`config.mk`:
```
export PLATFORM = sky130hd
export DESIGN_NAME = ped_crossing_req
export DESIGN_NICKNAME = d
export VERILOG_FILES = /design/src/rtl/ped_pkg.sv /design/src/rtl/ped_crossing_req_debounce.sv /design/src/rtl/ped_crossing_req.sv
export SDC_FILE = /design/constraint.sdc
export NUM_CORES = 1
export LEC_CHECK = 0
export ABC_AREA = 1
export CAP_MARGIN = 10
export CORE_UTILIZATION = 65
export DETAILED_ROUTE_END_ITERATION = 7
export PLACE_DENSITY = 0.87
export SLEW_MARGIN = 10
export SYNTH_ARGS = -nofsm -noshare
export SYNTH_HDL_FRONTEND = slang
export SYNTH_SLANG_ARGS = --single-unit
```
`constraint.sdc`:
```
create_clock -name clk -period 3.9 [get_ports clk]
set_clock_uncertainty 0.05 [all_clocks]
set_input_delay 0.585 -clock clk [delete_from_list [all_inputs] [get_ports clk]]
set_output_delay 0.585 -clock clk [all_outputs]
set_load 0.01 [all_outputs]
```
`src/rtl/ped_pkg.sv`:
```
// Shared types and defaults for the pedestrian crossing request unit.
package ped_pkg;

  typedef enum logic [1:0] {
    IDLE  = 2'd0,
    REQ   = 2'd1,
    WALK  = 2'd2,
    FLASH = 2'd3
  } ped_state_t;

  localparam int DEF_DEBOUNCE_CYC = 270000;    // 10 ms at 27 MHz
  localparam int DEF_TICK_CYC     = 27000000;  // 1 s at 27 MHz
  localparam int DEF_WALK_TICKS   = 5;
  localparam int DEF_FLASH_TICKS  = 4;

  // Tick counter holds at most max(walk, flash) - 1; never narrower than 1 bit.
  function automatic int tick_cnt_w(input int a, input int b);
    int m;
    m = (a > b) ? a : b;
    return (m > 1) ? $clog2(m) : 1;
  endfunction

  localparam int TICK_CNT_W = tick_cnt_w(DEF_WALK_TICKS, DEF_FLASH_TICKS);

endpackage

```
`src/rtl/ped_crossing_req_debounce.sv`:
```
// Push-button conditioning: 2-flop synchronizer, debounce counter and
// registered one-cycle press pulse on the debounced falling edge.
module btn_debounce
  import ped_pkg::*;
#(
  parameter int DEBOUNCE_CYC = DEF_DEBOUNCE_CYC
) (
  input  logic clk,
  input  logic rst,
  input  logic btn_n,
  output logic press
);

  localparam int CW = $clog2(DEBOUNCE_CYC + 1);

  logic          s1_q, s2_q;
  logic          db_q, db_d;
  logic          press_q, press_d;
  logic [CW-1:0] cnt_q, cnt_d;

  // Synchronizer, debounce state and press pulse registers.
  always_ff @(posedge clk or negedge rst) begin
    if (!rst) begin
      s1_q    <= 1'b1;
      s2_q    <= 1'b1;
      db_q    <= 1'b1;
      cnt_q   <= '0;
      press_q <= 1'b0;
    end else begin
      s1_q    <= btn_n;
      s2_q    <= s1_q;
      db_q    <= db_d;
      cnt_q   <= cnt_d;
      press_q <= press_d;
    end
  end

  // Count disagreeing cycles; once the count has reached DEBOUNCE_CYC the
  // next disagreeing cycle adopts the synchronized level and clears.
  always_comb begin
    cnt_d = '0;
    db_d  = db_q;
    if (s2_q != db_q) begin
      if (cnt_q == CW'(DEBOUNCE_CYC)) db_d = s2_q;
      else                            cnt_d = cnt_q + 1'b1;
    end
    press_d = db_q & ~db_d;
  end

  assign press = press_q;

endmodule

```
`src/rtl/ped_crossing_req.sv`:
```
// Pedestrian crossing request: latches a debounced button press as ped_req,
// then sequences WALK / flashing DON'T-WALK on the controller's red phase.
module ped_crossing_req
  import ped_pkg::*;
#(
  parameter int DEBOUNCE_CYC = DEF_DEBOUNCE_CYC,
  parameter int TICK_CYC     = DEF_TICK_CYC,
  parameter int WALK_TICKS   = DEF_WALK_TICKS,
  parameter int FLASH_TICKS  = DEF_FLASH_TICKS
) (
  input  logic clk,
  input  logic rst,
  input  logic btn_n,
  input  logic red_on,
  output logic ped_req,
  output logic walk,
  output logic dont_walk
);

  localparam int PW = (TICK_CYC > 1) ? $clog2(TICK_CYC) : 1;
  localparam int TW = tick_cnt_w(WALK_TICKS, FLASH_TICKS);

  ped_state_t    state_q, state_d;
  logic [PW-1:0] presc_q, presc_d;
  logic [TW-1:0] tcnt_q, tcnt_d;
  logic          flash_ph_q, flash_ph_d;
  logic          red_q;
  logic          press, tick, red_rise, enter_walk, enter_flash, timed;

  btn_debounce #(.DEBOUNCE_CYC(DEBOUNCE_CYC)) u_db (
    .clk   (clk),
    .rst   (rst),
    .btn_n (btn_n),
    .press (press)
  );

  assign tick        = (presc_q == PW'(TICK_CYC - 1));
  assign red_rise    = red_on & ~red_q;
  assign enter_walk  = (state_q != WALK)  && (state_d == WALK);
  assign enter_flash = (state_q != FLASH) && (state_d == FLASH);
  assign timed       = (state_q == WALK) || (state_q == FLASH);

  // State register plus prescaler, tick counter, flash phase and red history.
  always_ff @(posedge clk or negedge rst) begin
    if (!rst) begin
      state_q    <= IDLE;
      presc_q    <= '0;
      tcnt_q     <= '0;
      flash_ph_q <= 1'b1;
      red_q      <= 1'b0;
    end else begin
      state_q    <= state_d;
      presc_q    <= presc_d;
      tcnt_q     <= tcnt_d;
      flash_ph_q <= flash_ph_d;
      red_q      <= red_on;
    end
  end

  // Next state; losing red in a timed phase beats an expiring timer.
  always_comb begin
    state_d = state_q;
    case (state_q)
      IDLE:    if (press) state_d = REQ;
      REQ:     if (red_rise) state_d = WALK;
      WALK: begin
        if (!red_on)                  state_d = IDLE;
        else if (tick && tcnt_q == '0) state_d = FLASH;
      end
      FLASH: begin
        if (!red_on)                  state_d = IDLE;
        else if (tick && tcnt_q == '0) state_d = IDLE;
      end
      default: state_d = IDLE;
    endcase
  end

  // Prescaler restarts on each timed-phase entry so phases are whole ticks.
  always_comb begin
    presc_d    = (enter_walk || enter_flash || tick) ? '0 : presc_q + 1'b1;
    tcnt_d     = tcnt_q;
    flash_ph_d = flash_ph_q;
    if (enter_walk) begin
      tcnt_d = TW'(WALK_TICKS - 1);
    end else if (enter_flash) begin
      tcnt_d     = TW'(FLASH_TICKS - 1);
      flash_ph_d = 1'b1;
    end else if (timed && tick) begin
      if (tcnt_q != '0) tcnt_d = tcnt_q - 1'b1;
      if (state_q == FLASH) flash_ph_d = ~flash_ph_q;
    end
  end

  // Moore lamp / request decode.
  always_comb begin
    ped_req   = 1'b0;
    walk      = 1'b0;
    dont_walk = 1'b1;
    case (state_q)
      REQ:     ped_req = 1'b1;
      WALK: begin
        walk      = 1'b1;
        dont_walk = 1'b0;
      end
      FLASH:   dont_walk = flash_ph_q;
      default: ;
    endcase
  end

endmodule

```
==> Yosys cells after proc, flatten, opt, wreduce, memory -nomap -nowiden <==
Index checks and enable logic that the tools add are counted.
{ "totals": {"in_bits": 4, "register_bits": 55, "output_inout_bits": 3} }
{ "classes": {"bitwise_logic": 6, "muxes": 22, "reduce_logical": 16, "eq_ne": 10, "add_sub_neg": 3} }
{ "ops": {"columns": ["operator", "n"], "rows": [
  ["two-way mux 19 bit", 2],
  ["adder 25 x 1 -> 25 bit, second input constant", 1],
  ["equality test 25 bit, second input constant", 1],
  ["two-way mux 25 bit", 1],
  ["adder 19 x 1 -> 19 bit, second input constant", 1],
  ["equality test 19 bit, second input constant", 1],
  ["two-way mux 2 bit", 6],
  ["two-way mux 3 bit", 4],
  ["nonzero test 3 bit", 3],
  ["equality test 2 bit, second input constant", 4],
  ["case mux 2 bit (4 select lines)", 1],
  ["two-way mux 1 bit", 7],
  ["logical AND 1 bit", 4],
  ["!= test 2 bit, second input constant", 2],
  ["inverter 1 bit", 4],
  ["nonzero test 2 bit", 2],
  ["zero test 3 bit", 1],
  ["logical OR 1 bit", 3],
  ["AND reduction 3 bit", 1],
  ["subtractor 3 x 1 -> 3 bit, second input constant", 1],
  ["bitwise AND 1 bit", 2],
  ["equality test 2 x 1 -> 1 bit, second input constant", 1],
  ["zero test 2 bit", 1],
  ["case mux 1 bit (2 select lines)", 1],
  ["2 further kinds", 2]
]} }

==> Longest topological paths before layout <==
Gate-level depths: netlist of the first run.
{ "depth": {"word_depth": 10, "mapped_depth": 10} }

==> Modules after synthesis <==
Synthesis of the first run repeated with hierarchy kept, for this count alone.
{ "hier_totals": {"cells_unflattened": 391, "area_unflattened_um2": 3208.1} }
{ "modules_own_cells": {"columns": ["mod", "cells_each", "area_per_inst_um2", "n_inst", "seq_area_each_um2"], "rows": [
  ["ped_crossing_req", 239, 1913.1, 1, 802.0],
  ["btn_debounce", 152, 1295.0, 1, 579.3]
]} }

==> Least setup slack after synthesis of the first run <==
Ideal clock, no wire load.
{ "synth_path": {"path_type": "register -> register", "from": "register presc_q[0]", "to": "register presc_q[13]", "path_stages_with_launch": 10, "setup_time_ns": 0.120, "period_less_slack_ns": 1.690, "slack_ns": 2.210, "arrival_time_ns": 1.520, "n_path_buf": 1, "path_cell_list": "dfrtp_1 > ha_1 > nand3_4 > clkinv_2 > nand2_2 > nor2_4 > nand4_4 > nand3_4 > buf_12 > nor2_1"} }
{ "synth_between": {"elab_chain_cells": 10, "word_cells_on_any_way": 15, "classes_between": "add/sub: 1; eq/ne: 3; mux: 6; reduce/logical: 5"} }
{ "synth_lines": {"columns": ["item", "line", "text"], "rows": [
  ["start, declared", "ped_crossing_req.sv:24", "logic [PW-1:0] presc_q, presc_d;"],
  ["start signal, assigned", "ped_crossing_req.sv:53", "presc_q <= presc_d;"],
  ["equality test 25 bit", "ped_crossing_req.sv:37", "assign tick = (presc_q == PW'(TICK_CYC - 1));"],
  ["logical AND 1 bit", "ped_crossing_req.sv:68, ped_crossing_req.sv:72", null],
  ["two-way mux 2 bit (on tied branches)", "ped_crossing_req.sv:72, ped_crossing_req.sv:68", null],
  ["two-way mux 2 bit (on tied branches)", "ped_crossing_req.sv:71, ped_crossing_req.sv:67", null],
  ["case mux 2 bit (4 select lines)", "ped_crossing_req.sv:63", "case (state_q)"],
  ["equality test 2 bit (on tied branches)", "ped_crossing_req.sv:39, ped_crossing_req.sv:40", null],
  ["logical AND 1 bit (on tied branches)", "ped_crossing_req.sv:39, ped_crossing_req.sv:40", null],
  ["logical OR 1 bit (2 in a row)", "ped_crossing_req.sv:80", "presc_d = (enter_walk || enter_flash || tick) ? '0 : presc_q + 1'b1;"],
  ["two-way mux 25 bit *", "ped_crossing_req.sv:80", null],
  ["named net presc_d[13]", "ped_crossing_req.sv:24", null]
]} }
The timed path passes the listed nets; every way through them passes the cells marked *.
A chain may end at the register's enable or synchronous reset.

==> Final worst setup path of the first run <==
{ "layout_path": {"from": "register flash_ph_q", "to": "output dont_walk"} }
{ "layout_between": {"elab_chain_cells": 1} }
{ "layout_lines": {"columns": ["item", "line", "text"], "rows": [
  ["start, declared", "ped_crossing_req.sv:26", "logic flash_ph_q, flash_ph_d;"],
  ["start signal, assigned", "ped_crossing_req.sv:55", "flash_ph_q <= flash_ph_d;"],
  ["case mux 1 bit (2 select lines)", "ped_crossing_req.sv:99", "case (state_q)"],
  ["end, declared", "ped_crossing_req.sv:17", "output logic dont_walk"]
]} }
No other way between the ends.

==> flow_metrics.env, run 1 <==
export IMPL_worstSetupEndpointType="output port"
export IMPL_timing_worst_setup_path_type="flop to output port"
export IMPL_tritoncts_num_buffers=5
export IMPL_average_detailed_routed_wire_length_per_instance_um=13.3
export IMPL_grt_overflow_total=0
export IMPL_tritoncts_clock_tree="done"
export IMPL_ys_top_cells_by_count="sky130_fd_sc_hd__nor2_1 (92), sky130_fd_sc_hd__nand2_1 (81), sky130_fd_sc_hd__dfrtp_1 (51), sky130_fd_sc_hd__inv_1 (51), sky130_fd_sc_hd__nand3_1 (29)"
export IMPL_gr_usage_all_layers=0.270
export IMPL_cp_delay_by_family_top="buffers and inverters"
export IMPL_synth_largest_area_cell="sky130_fd_sc_hd__dfrtp_1"
export IMPL_timing_critical_path_arrival_ps=1600
export IMPL_clock_latency_ps=310
export IMPL_total_number_of_vias=2576
export IMPL_postCtsSetupBuffers=0
export IMPL_remaining_drc_errors=0
export IMPL_yosys_register_bits=55
export IMPL_hold_buffers=0
export IMPL_ys_flop_type="sky130_fd_sc_hd__dfrtp_1"
export IMPL_timing_max_slew_rel_slack=0.374
export IMPL_grt_max_degree=56
export IMPL_fp_coreArea_mm2=0.00450
export IMPL_setup_violation_total_in_the_final_timing_report=0
export IMPL_die_h_um=71.6
export IMPL_yosysSeqAreaShare=0.438
export IMPL_antennaDiodeCount=0
export IMPL_maxCapViolCount=0
export IMPL_worst_path_required_time_ps=3260
export IMPL_fmax_mhz=447
export IMPL_finish_net_count=426
export IMPL_synth_async_reset_ratio=1.00
export IMPL_dominant_cell_by_count_in_the_synthesized_netlist="sky130_fd_sc_hd__nor2_1"
export IMPL_grt_antenna_before_repair=0
export IMPL_postSynthCellCount=406
export IMPL_placement_rows=24
export IMPL_timing_critical_path_buf_inv=2
export IMPL_initial_core_util=0.700
export IMPL_power_ir_vdd_worst_mv=0.261
export IMPL_drt_vias_per_instance=5.49
export IMPL_grt_pass1_wl_um=10800
export IMPL_critical_path_cell_chain="inv_1, o21ai_0, clkdlybuf4s50_1"
export IMPL_holdCritPathClass="flop to flop"
export IMPL_holdWs_ps=313
export IMPL_antenna_violating_nets_post_route=0
export IMPL_run_status="complete, no violations"
export IMPL_die_area_mm2=0.00513
export IMPL_htreeDepth=2
export IMPL_yosysWarningCount=0
export IMPL_count_of_input_and_output_buffers=6
export IMPL_mean_cell_area_of_the_mapped_netlist_um2=7.77
export IMPL_synth_top_cells_by_area="sky130_fd_sc_hd__dfrtp_1 (40%), sky130_fd_sc_hd__nor2_1 (11%), sky130_fd_sc_hd__nand2_1 (9.6%)"
export IMPL_final_min_period_over_clock_period=0.573
export IMPL_synth_top_area_frac=0.405
export IMPL_cp_start_kind="flop"
export IMPL_path_max_fanout=3
export IMPL_flow_area_growth_from_synthesis_pct=6.03
export IMPL_post_cts_resize_count=0
export IMPL_synth_nets=415
export IMPL_final_layout_size_suffix_gt1_frac=0.0647
export IMPL_io_pins=7
export IMPL_highest_delay_cell_along_the_critical_path="sky130_fd_sc_hd__clkdlybuf4s50_1"
export IMPL_rsz_0062_raised_after_global_routing="no"
export IMPL_synth_edff_count=0
export IMPL_1st_iter_drt_viols=185
export IMPL_routabilityCongestion=0.911
export IMPL_power_static_leakage_nw=1.49
export IMPL_total_standard_cell_area_after_synthesis_mm2=0.00315
export IMPL_cts_reportedPaths_clkPinSlew_ps=90
export IMPL_hold_violations=0
export IMPL_p_per_area_mw_per_mm2=358
export IMPL_max_clock_path_buffers=2
export IMPL_critPathMaxStageDelay_ps=560
export IMPL_tightest_pin_transition_ps=933
export IMPL_maxSlewViolCount=0
export IMPL_drt_wl_total_um=6220
export IMPL_yosys_cell_types_count=26
export IMPL_fin_tns_setup_ps=0
export IMPL_detail_route_first_pass_iterations=5
export IMPL_die_wd_um=71.6
export IMPL_layout_min_cycle_time_ps=2240
export IMPL_grt_pass1_vias=2576
export IMPL_cts_root_buffer_cell="sky130_fd_sc_hd__clkbuf_8"
export IMPL_dpl_hpwl_um=4540
export IMPL_number_of_sinks_driven_by_the_clock_tree=55
[worst paths after layout]
kind                                  from        endpoint  slack [ps]  cells after the start
worst min-delay path             u_db.s1_q       u_db.s2_q         310                      0
worst max-delay path            flash_ph_q       dont_walk        1660                      3
worst max register to register  presc_q[0]     presc_q[17]        1940                      8
min in group asynchronous              rst     presc_q[10]         340                      2
worst min register to register   u_db.s1_q       u_db.s2_q         310                      0
max in group asynchronous              rst  u_db.cnt_q[14]        3010                      2
[stage by stage]
step / std cells / power, mW / setup slack [ps] / utilization / cell area [um2]
after floorplan: 406 / 0.797 / 2210 / - / 3150
after global placement: 462 / 0.841 / 1800 / 0.719 / 3240
after detailed placement: 462 / 0.849 / 1740 / 0.719 / 3240
after CTS: 469 / 1.21 / 1660 / 0.742 / 3340
after global routing: 469 / 1.26 / 1570 / 0.742 / 3340
final: 469 / 1.20 / 1660 / 0.742 / 3340
[cell usage in the layout, fill, tap and decap left out, types with 4 or more instances in the layout]
| cell type | Yosys | layout |
|---|---|---|
| sky130_fd_sc_hd__nor2_1 | 92 | 92 |
| sky130_fd_sc_hd__nand2_1 | 81 | 81 |
| sky130_fd_sc_hd__inv_1 | 51 | 51 |
| sky130_fd_sc_hd__dfrtp_1 | 51 | 51 |
| sky130_fd_sc_hd__nand3_1 | 29 | 29 |
| sky130_fd_sc_hd__xor2_1 | 22 | 22 |
| sky130_fd_sc_hd__nand4_1 | 20 | 20 |
| sky130_fd_sc_hd__xnor2_1 | 12 | 12 |
| sky130_fd_sc_hd__nor3_1 | 10 | 10 |
| sky130_fd_sc_hd__nor2_2 | 7 | 7 |
| sky130_fd_sc_hd__ha_1 | 5 | 5 |
| sky130_fd_sc_hd__clkbuf_8 | 0 | 5 |
| sky130_fd_sc_hd__clkdlybuf4s50_1 | 0 | 5 |
| sky130_fd_sc_hd__o21ai_0 | 4 | 4 |
| sky130_fd_sc_hd__dfstp_2 | 4 | 4 |
[state kept, by name, summed over array words and instances, names as in the netlist]
name and cells:
u_db.db_q 1, u_db.cnt_q 19, presc_q 25, u_db.press 1, tcnt_q 3, state_q 2, u_db.s2_q 1, red_q 1
u_db.s1_q 1, flash_ph_q 1
[metal layers]
layer  GRT usage  share of wire  up-vias
met3      0.0394          0.039       17
met2       0.469           0.49       64
met5           0              0        -
met1       0.332           0.44     1194
li1            -              -     1301
met4       0.124          0.029        0
[kinds of logic after synthesis]
family | synth area share
buf+inv | 0.0750
xor+xnor | 0.0944
flops | 0.438
simple gates | 0.363
fa+ha+maj | 0.0198
compound gates | 0.00952
[final cells by class]
| type | instances | area (um2) |
|---|---|---|
| multi-input cells | 296 | 1540 |
| flip-flops and latches | 55 | 1380 |
| fillers | 361 | 1160 |
| inverters | 52 | 196 |
| clock buffers | 6 | 72.6 |
| well taps | 52 | 65.1 |
| repair buffers | 7 | 62.6 |
| clock inverters | 1 | 30.0 |
[power breakdown]
part           switching [mW]  total [mW]  leakage (nW)  internal (mW)
Sequential             0.0482       0.662         0.725          0.614
Combinational           0.109       0.175         0.711         0.0656
Clock                   0.173       0.361        0.0513          0.188
Total                   0.331        1.20          1.49          0.868
Note: power is estimated with default switching activity, not from simulation.
==> inputs of run 2 (changes only) <==
--- a/config.mk
+++ b/config.mk
@@ -7,9 +7,9 @@
 export LEC_CHECK = 0
 export ABC_AREA = 1
 export CAP_MARGIN = 10
-export CORE_UTILIZATION = 65
+export CORE_UTILIZATION = 56
 export DETAILED_ROUTE_END_ITERATION = 7
-export PLACE_DENSITY = 0.87
+export PLACE_DENSITY = 0.8
 export SLEW_MARGIN = 10
 export SYNTH_ARGS = -nofsm -noshare
 export SYNTH_HDL_FRONTEND = slang
==> constraint.sdc (replaced) <==
create_clock -name clk -period 2 [get_ports clk]
set_clock_uncertainty 0.05 [all_clocks]
set_input_delay 0.3 -clock clk [delete_from_list [all_inputs] [get_ports clk]]
set_output_delay 0.3 -clock clk [all_outputs]
set_load 0.01 [all_outputs]
==> run 2 against run 1 <==
Against the previous run:
- routed wire length grew 3.3%
- cell count grew 5.1%
- sequential power grew 95%
- combinational power grew 100%
- sequential share of layout area shrank 0.74 points
- utilization shrank 9.6 points
==> flow_metrics.env, run 2 (synthesis results as in run 1) <==
export IMPL_run_status="complete, no violations"
export IMPL_tritoncts_clock_tree="done"
export IMPL_clock_latency_ps=320
export IMPL_drt_vias_per_instance=5.23
export IMPL_drt_wl_total_um=6420
export IMPL_setup_violation_total_in_the_final_timing_report=0
export IMPL_maxCapViolCount=0
export IMPL_cts_reportedPaths_clkPinSlew_ps=100
export IMPL_rsz_0062_raised_after_global_routing="no"
export IMPL_final_min_period_over_clock_period=0.940
export IMPL_antenna_violating_nets_post_route=0
export IMPL_worstSetupEndpointType="output port"
export IMPL_detail_route_first_pass_iterations=5
export IMPL_tritoncts_num_buffers=5
export IMPL_fmax_mhz=532
export IMPL_holdCritPathClass="flop to flop"
export IMPL_preCtsSetupSlack_ps=56.8
export IMPL_gr_usage_all_layers=0.249
export IMPL_timing_max_slew_rel_slack=0.689
export IMPL_max_clock_path_buffers=2
export IMPL_cts_root_buffer_cell="sky130_fd_sc_hd__clkbuf_8"
export IMPL_power_ir_vdd_worst_mv=0.351
export IMPL_placement_rows=26
export IMPL_total_number_of_vias=2577
export IMPL_die_area_mm2=0.00593
export IMPL_grt_pass1_vias=2648
export IMPL_count_of_input_and_output_buffers=6
export IMPL_fin_tns_setup_ps=0
export IMPL_registers_top_by_ff_count="presc_q"
export IMPL_final_critical_path_setup_slack_ps=120
export IMPL_1st_iter_drt_viols=171
export IMPL_final_layout_size_suffix_gt1_frac=0.0780
export IMPL_postCtsSetupBuffers=0
export IMPL_worst_path_required_time_ps=1650
export IMPL_placed_cell_area_mm2=0.00329
export IMPL_grt_pass1_wl_um=11600
export IMPL_path_max_fanout=5
export IMPL_leading_registers_by_flop_count="presc_q: 25 flops, u_db.cnt_q: 19 flops, tcnt_q: 3 flops"
export IMPL_routabilityCongestion=0.930
export IMPL_maxSlewViolCount=0
export IMPL_antennaDiodeCount=0
export IMPL_initial_core_util=0.598
export IMPL_die_h_um=77.0
export IMPL_design_power_total_mw=2.29
export IMPL_number_of_sinks_driven_by_the_clock_tree=55
export IMPL_dpl_hpwl_um=4930
export IMPL_tightest_pin_transition_ps=462
export IMPL_io_pins=7
export IMPL_remaining_drc_errors=0
export IMPL_fp_coreArea_mm2=0.00527
export IMPL_layout_cell_area_non_filler_mm2=0.00340
export IMPL_p_per_area_mw_per_mm2=674
export IMPL_grt_antenna_before_repair=0
export IMPL_flow_area_growth_from_synthesis_pct=7.98
export IMPL_grt_overflow_total=0
export IMPL_layout_min_cycle_time_ps=1880
export IMPL_timing_worst_setup_path_type="flop to output port"
export IMPL_htreeDepth=2
export IMPL_die_wd_um=77.0
export IMPL_timing_critical_path_arrival_ps=1530
export IMPL_grt_max_degree=26
export IMPL_power_static_leakage_nw=1.51
export IMPL_largest_reg_flops=25
export IMPL_finish_net_count=431
export IMPL_hold_violations=0
export IMPL_most_frequent_cells_in_the_layout="sky130_fd_sc_hd__nor2_1 (92), sky130_fd_sc_hd__nand2_1 (81), sky130_fd_sc_hd__inv_1 (51), sky130_fd_sc_hd__dfrtp_1 (51), sky130_fd_sc_hd__nand3_1 (29)"
export IMPL_cp_start_kind="flop"
export IMPL_mostFrequentLayoutCell="sky130_fd_sc_hd__nor2_1"
export IMPL_average_detailed_routed_wire_length_per_instance_um=13.0
-- run 2: worst paths after layout --
| check | slack, ps | depth (start not counted) | startpoint | to |
|---|---|---|---|---|
| max | 120 | 2 | state_q[1] | ped_req |
| min | 320 | 0 | u_db.s1_q | u_db.s2_q |
| max reg2reg | 190 | 8 | presc_q[1] | presc_q[14] |
| min reg2reg | 320 | 0 | u_db.s1_q | u_db.s2_q |
| max in group asynchronous | 900 | 3 | rst | u_db.s1_q |
| min in group asynchronous | 380 | 2 | rst | presc_q[7] |
-- run 2: cell type report --
class,instances,area [um2]
tap,70,87.6
sequential,55,1380
clock buffer,6,82.6
clock inverter,2,16.3
fill,456,1870
multi-input combinational,296,1540
timing repair buffer,12,105
inverter,52,196
-- run 2: what timing repair did --
item / 4_1_cts / 5_1_grt
resized for setup: 0 / 1
hold endpoints to repair: 14 / 0
setup endpoints to repair: 0 / 1
hold buffers: 1 / 0
-- run 2: per-stage QoR --
step	util	instances	hold WS [ps]
global route	0.646	493	321
finish	0.646	493	319
detailed placement	0.625	484	191
floorplan	-	406	-45.6
CTS	0.646	493	322
global placement	0.625	484	187
-- run 2: report_power, final --
| part | switching (mW) | internal [mW] |
|---|---|---|
| Clock | 0.367 | 0.283 |
| Combinational | 0.217 | 0.134 |
| Sequential | 0.0956 | 1.20 |
-- run 2: per-layer routing --
metal,share of wire,up-vias,global-route usage,wire length (um)
met5,0,-,0,0
met4,0.013,0,0.0868,82
met3,0.031,9,0.0536,202
met2,0.50,54,0.435,3240
met1,0.45,1200,0.302,2900
li1,-,1314,-,-
-- run 2: worst max-delay path: stages (launching register included) --
cell                              delay, ps
sky130_fd_sc_hd__dfrtp_1                440
sky130_fd_sc_hd__nor2_1                 200
sky130_fd_sc_hd__clkdlybuf4s50_1        580
==> inputs of run 3 (changes only) <==
--- a/config.mk
+++ b/config.mk
@@ -9,7 +9,7 @@
 export CAP_MARGIN = 10
 export CORE_UTILIZATION = 56
 export DETAILED_ROUTE_END_ITERATION = 7
-export PLACE_DENSITY = 0.8
+export PLACE_DENSITY_LB_ADDON = 0.12
 export SLEW_MARGIN = 10
 export SYNTH_ARGS = -nofsm -noshare
 export SYNTH_HDL_FRONTEND = slang
==> run 3 against run 2 <==
Against the previous run:
- combinational power hardly changed
- routed wire length increased by 0.65%
- sequential cell count is the same
- utilization increased by 0.33 points
- largest power group unchanged
- highest routed layer unchanged
==> flow_metrics.env, run 3 (synthesis results as in run 1) <==
export IMPL_run_status="complete, no violations"
export IMPL_highest_delay_cell_along_the_critical_path="sky130_fd_sc_hd__clkdlybuf4s50_1"
export IMPL_comb_power_share=0.147
export IMPL_critPathMaxStageDelay_ps=560
export IMPL_antenna_violating_nets_post_route=0
export IMPL_fin_tns_setup_ps=0
export IMPL_seqPwrFrac=0.545
export IMPL_finish_net_count=431
export IMPL_clkPwrFrac=0.308
export IMPL_most_frequent_cells_in_the_layout="sky130_fd_sc_hd__nor2_1 (92), sky130_fd_sc_hd__nand2_1 (81), sky130_fd_sc_hd__inv_1 (51), sky130_fd_sc_hd__dfrtp_1 (51), sky130_fd_sc_hd__nand3_1 (29)"
export IMPL_grt_pass1_vias=2581
export IMPL_post_cts_resize_count=0
export IMPL_antennaDiodeCount=0
export IMPL_setup_violation_total_in_the_final_timing_report=0
export IMPL_worst_path_required_time_ps=1650
export IMPL_holdWs_ps=315
export IMPL_timing_critical_path_buf_inv=2
export IMPL_tritoncts_clock_tree="done"
export IMPL_routabilityCongestion=0.944
export IMPL_hold_violations=0
export IMPL_die_area_mm2=0.00593
export IMPL_count_of_input_and_output_buffers=6
export IMPL_timing_worst_setup_path_type="flop to output port"
export IMPL_average_detailed_routed_wire_length_per_instance_um=13.1
export IMPL_rsz_0062_raised_after_global_routing="no"
export IMPL_grt_overflow_total=0
export IMPL_fmax_mhz=519
export IMPL_remaining_drc_errors=0
export IMPL_grt_antenna_before_repair=0
export IMPL_die_wd_um=77.0
export IMPL_registers_top_by_ff_count="presc_q"
export IMPL_max_clock_path_buffers=2
export IMPL_dpl_cell_count=484
export IMPL_timing_critical_path_arrival_ps=1580
export IMPL_fin_util=0.649
export IMPL_placement_rows=26
export IMPL_internal_power_mw=1.71
export IMPL_1st_iter_drt_viols=158
export IMPL_detail_route_first_pass_iterations=4
export IMPL_grt_max_degree=56
export IMPL_tritoncts_num_buffers=5
export IMPL_initial_core_util=0.598
export IMPL_htreeDepth=2
export IMPL_flow_area_growth_from_synthesis_pct=8.53
export IMPL_p_per_area_mw_per_mm2=693
export IMPL_critical_path_cell_chain="inv_1, o21ai_0, clkdlybuf4s50_1"
export IMPL_cp_delay_by_family_top="buffers and inverters"
export IMPL_maxCapViolCount=0
export IMPL_switching_share=0.280
export IMPL_power_ir_vdd_worst_mv=0.340
export IMPL_mostFrequentLayoutCell="sky130_fd_sc_hd__nor2_1"
export IMPL_io_pins=7
export IMPL_drt_vias_per_instance=5.16
export IMPL_total_number_of_vias=2542
export IMPL_dpl_hpwl_um=4750
export IMPL_gr_usage_all_layers=0.242
export IMPL_drt_wl_total_um=6470
export IMPL_cp_start_kind="flop"
export IMPL_power_static_leakage_nw=1.52
export IMPL_final_cells=493
export IMPL_largest_reg_flops=25
export IMPL_timing_max_slew_rel_slack=0.712
export IMPL_cts_root_buffer_cell="sky130_fd_sc_hd__clkbuf_8"
export IMPL_layout_min_cycle_time_ps=1930
export IMPL_switching_power_mw=0.665
export IMPL_path_max_fanout=3
export IMPL_maxSlewViolCount=0
export IMPL_number_of_sinks_driven_by_the_clock_tree=55
export IMPL_final_layout_size_suffix_gt1_frac=0.0733
export IMPL_final_min_period_over_clock_period=0.963
export IMPL_grt_pass1_wl_um=11400
export IMPL_holdCritPathClass="flop to flop"
export IMPL_worstSetupEndpointType="output port"
export IMPL_clock_latency_ps=310
export IMPL_cts_reportedPaths_clkPinSlew_ps=90
export IMPL_fp_coreArea_mm2=0.00527
export IMPL_die_h_um=77.0
export IMPL_tightest_pin_transition_ps=429
export IMPL_leading_registers_by_flop_count="presc_q: 25 flops, u_db.cnt_q: 19 flops, tcnt_q: 3 flops"
run 3: routing by layer:
| layer | part of all wire | GRT usage | vias to the layer above |
|---|---|---|---|
| li1 | - | - | 1308 |
| met1 | 0.47 | 0.300 | 1178 |
| met2 | 0.48 | 0.406 | 41 |
| met3 | 0.026 | 0.0417 | 15 |
| met4 | 0.026 | 0.123 | 0 |
| met5 | 0 | 0 | - |
run 3: final cells by class:
class / instances / area, um2
clock buffer: 7 / 76.3
clock inverter: 1 / 30.0
fill: 478 / 1850
inverter: 52 / 196
multi-input combinational: 296 / 1540
sequential: 55 / 1380
tap: 70 / 87.6
timing repair buffer: 12 / 115
run 3: through the flow:
step	power (mW)	setup WS, ps	instance area, um2
after CTS	2.39	59.1	3420
after floorplan	1.55	310	3150
after global routing	2.51	3.06	3420
after detailed placement	1.66	43.8	3310
after global placement	1.65	159	3310
final	2.37	73.0	3420
run 3: worst paths after layout:
check                                 from           to  slack, ps  cells past startpoint
worst max register to register  presc_q[0]  presc_q[19]        150                      8
max in group asynchronous              rst   flash_ph_q       1140                      3
min in group asynchronous              rst  presc_q[17]        460                      3
worst max-delay path            flash_ph_q    dont_walk         70                      3
worst min register to register   u_db.s1_q    u_db.s2_q        320                      0
worst min-delay path             u_db.s1_q    u_db.s2_q        320                      0
run 3: power groups by stage:
stage	clock network [mW]	logic, mW	registers [mW]
2_1_floorplan	0	0.261	1.29
3_3_place_gp	0	0.338	1.31
3_5_place_dp	0	0.347	1.31
4_1_cts	0.751	0.352	1.29
5_1_grt	0.799	0.404	1.30
6_report	0.730	0.349	1.29
run 3: what timing repair did:
| item | in CTS | in global routing |
|---|---|---|
| buffers inserted | 0 | 0 |
| hold endpoints to repair | 51 | 0 |
| hold buffers | 1 | 0 |
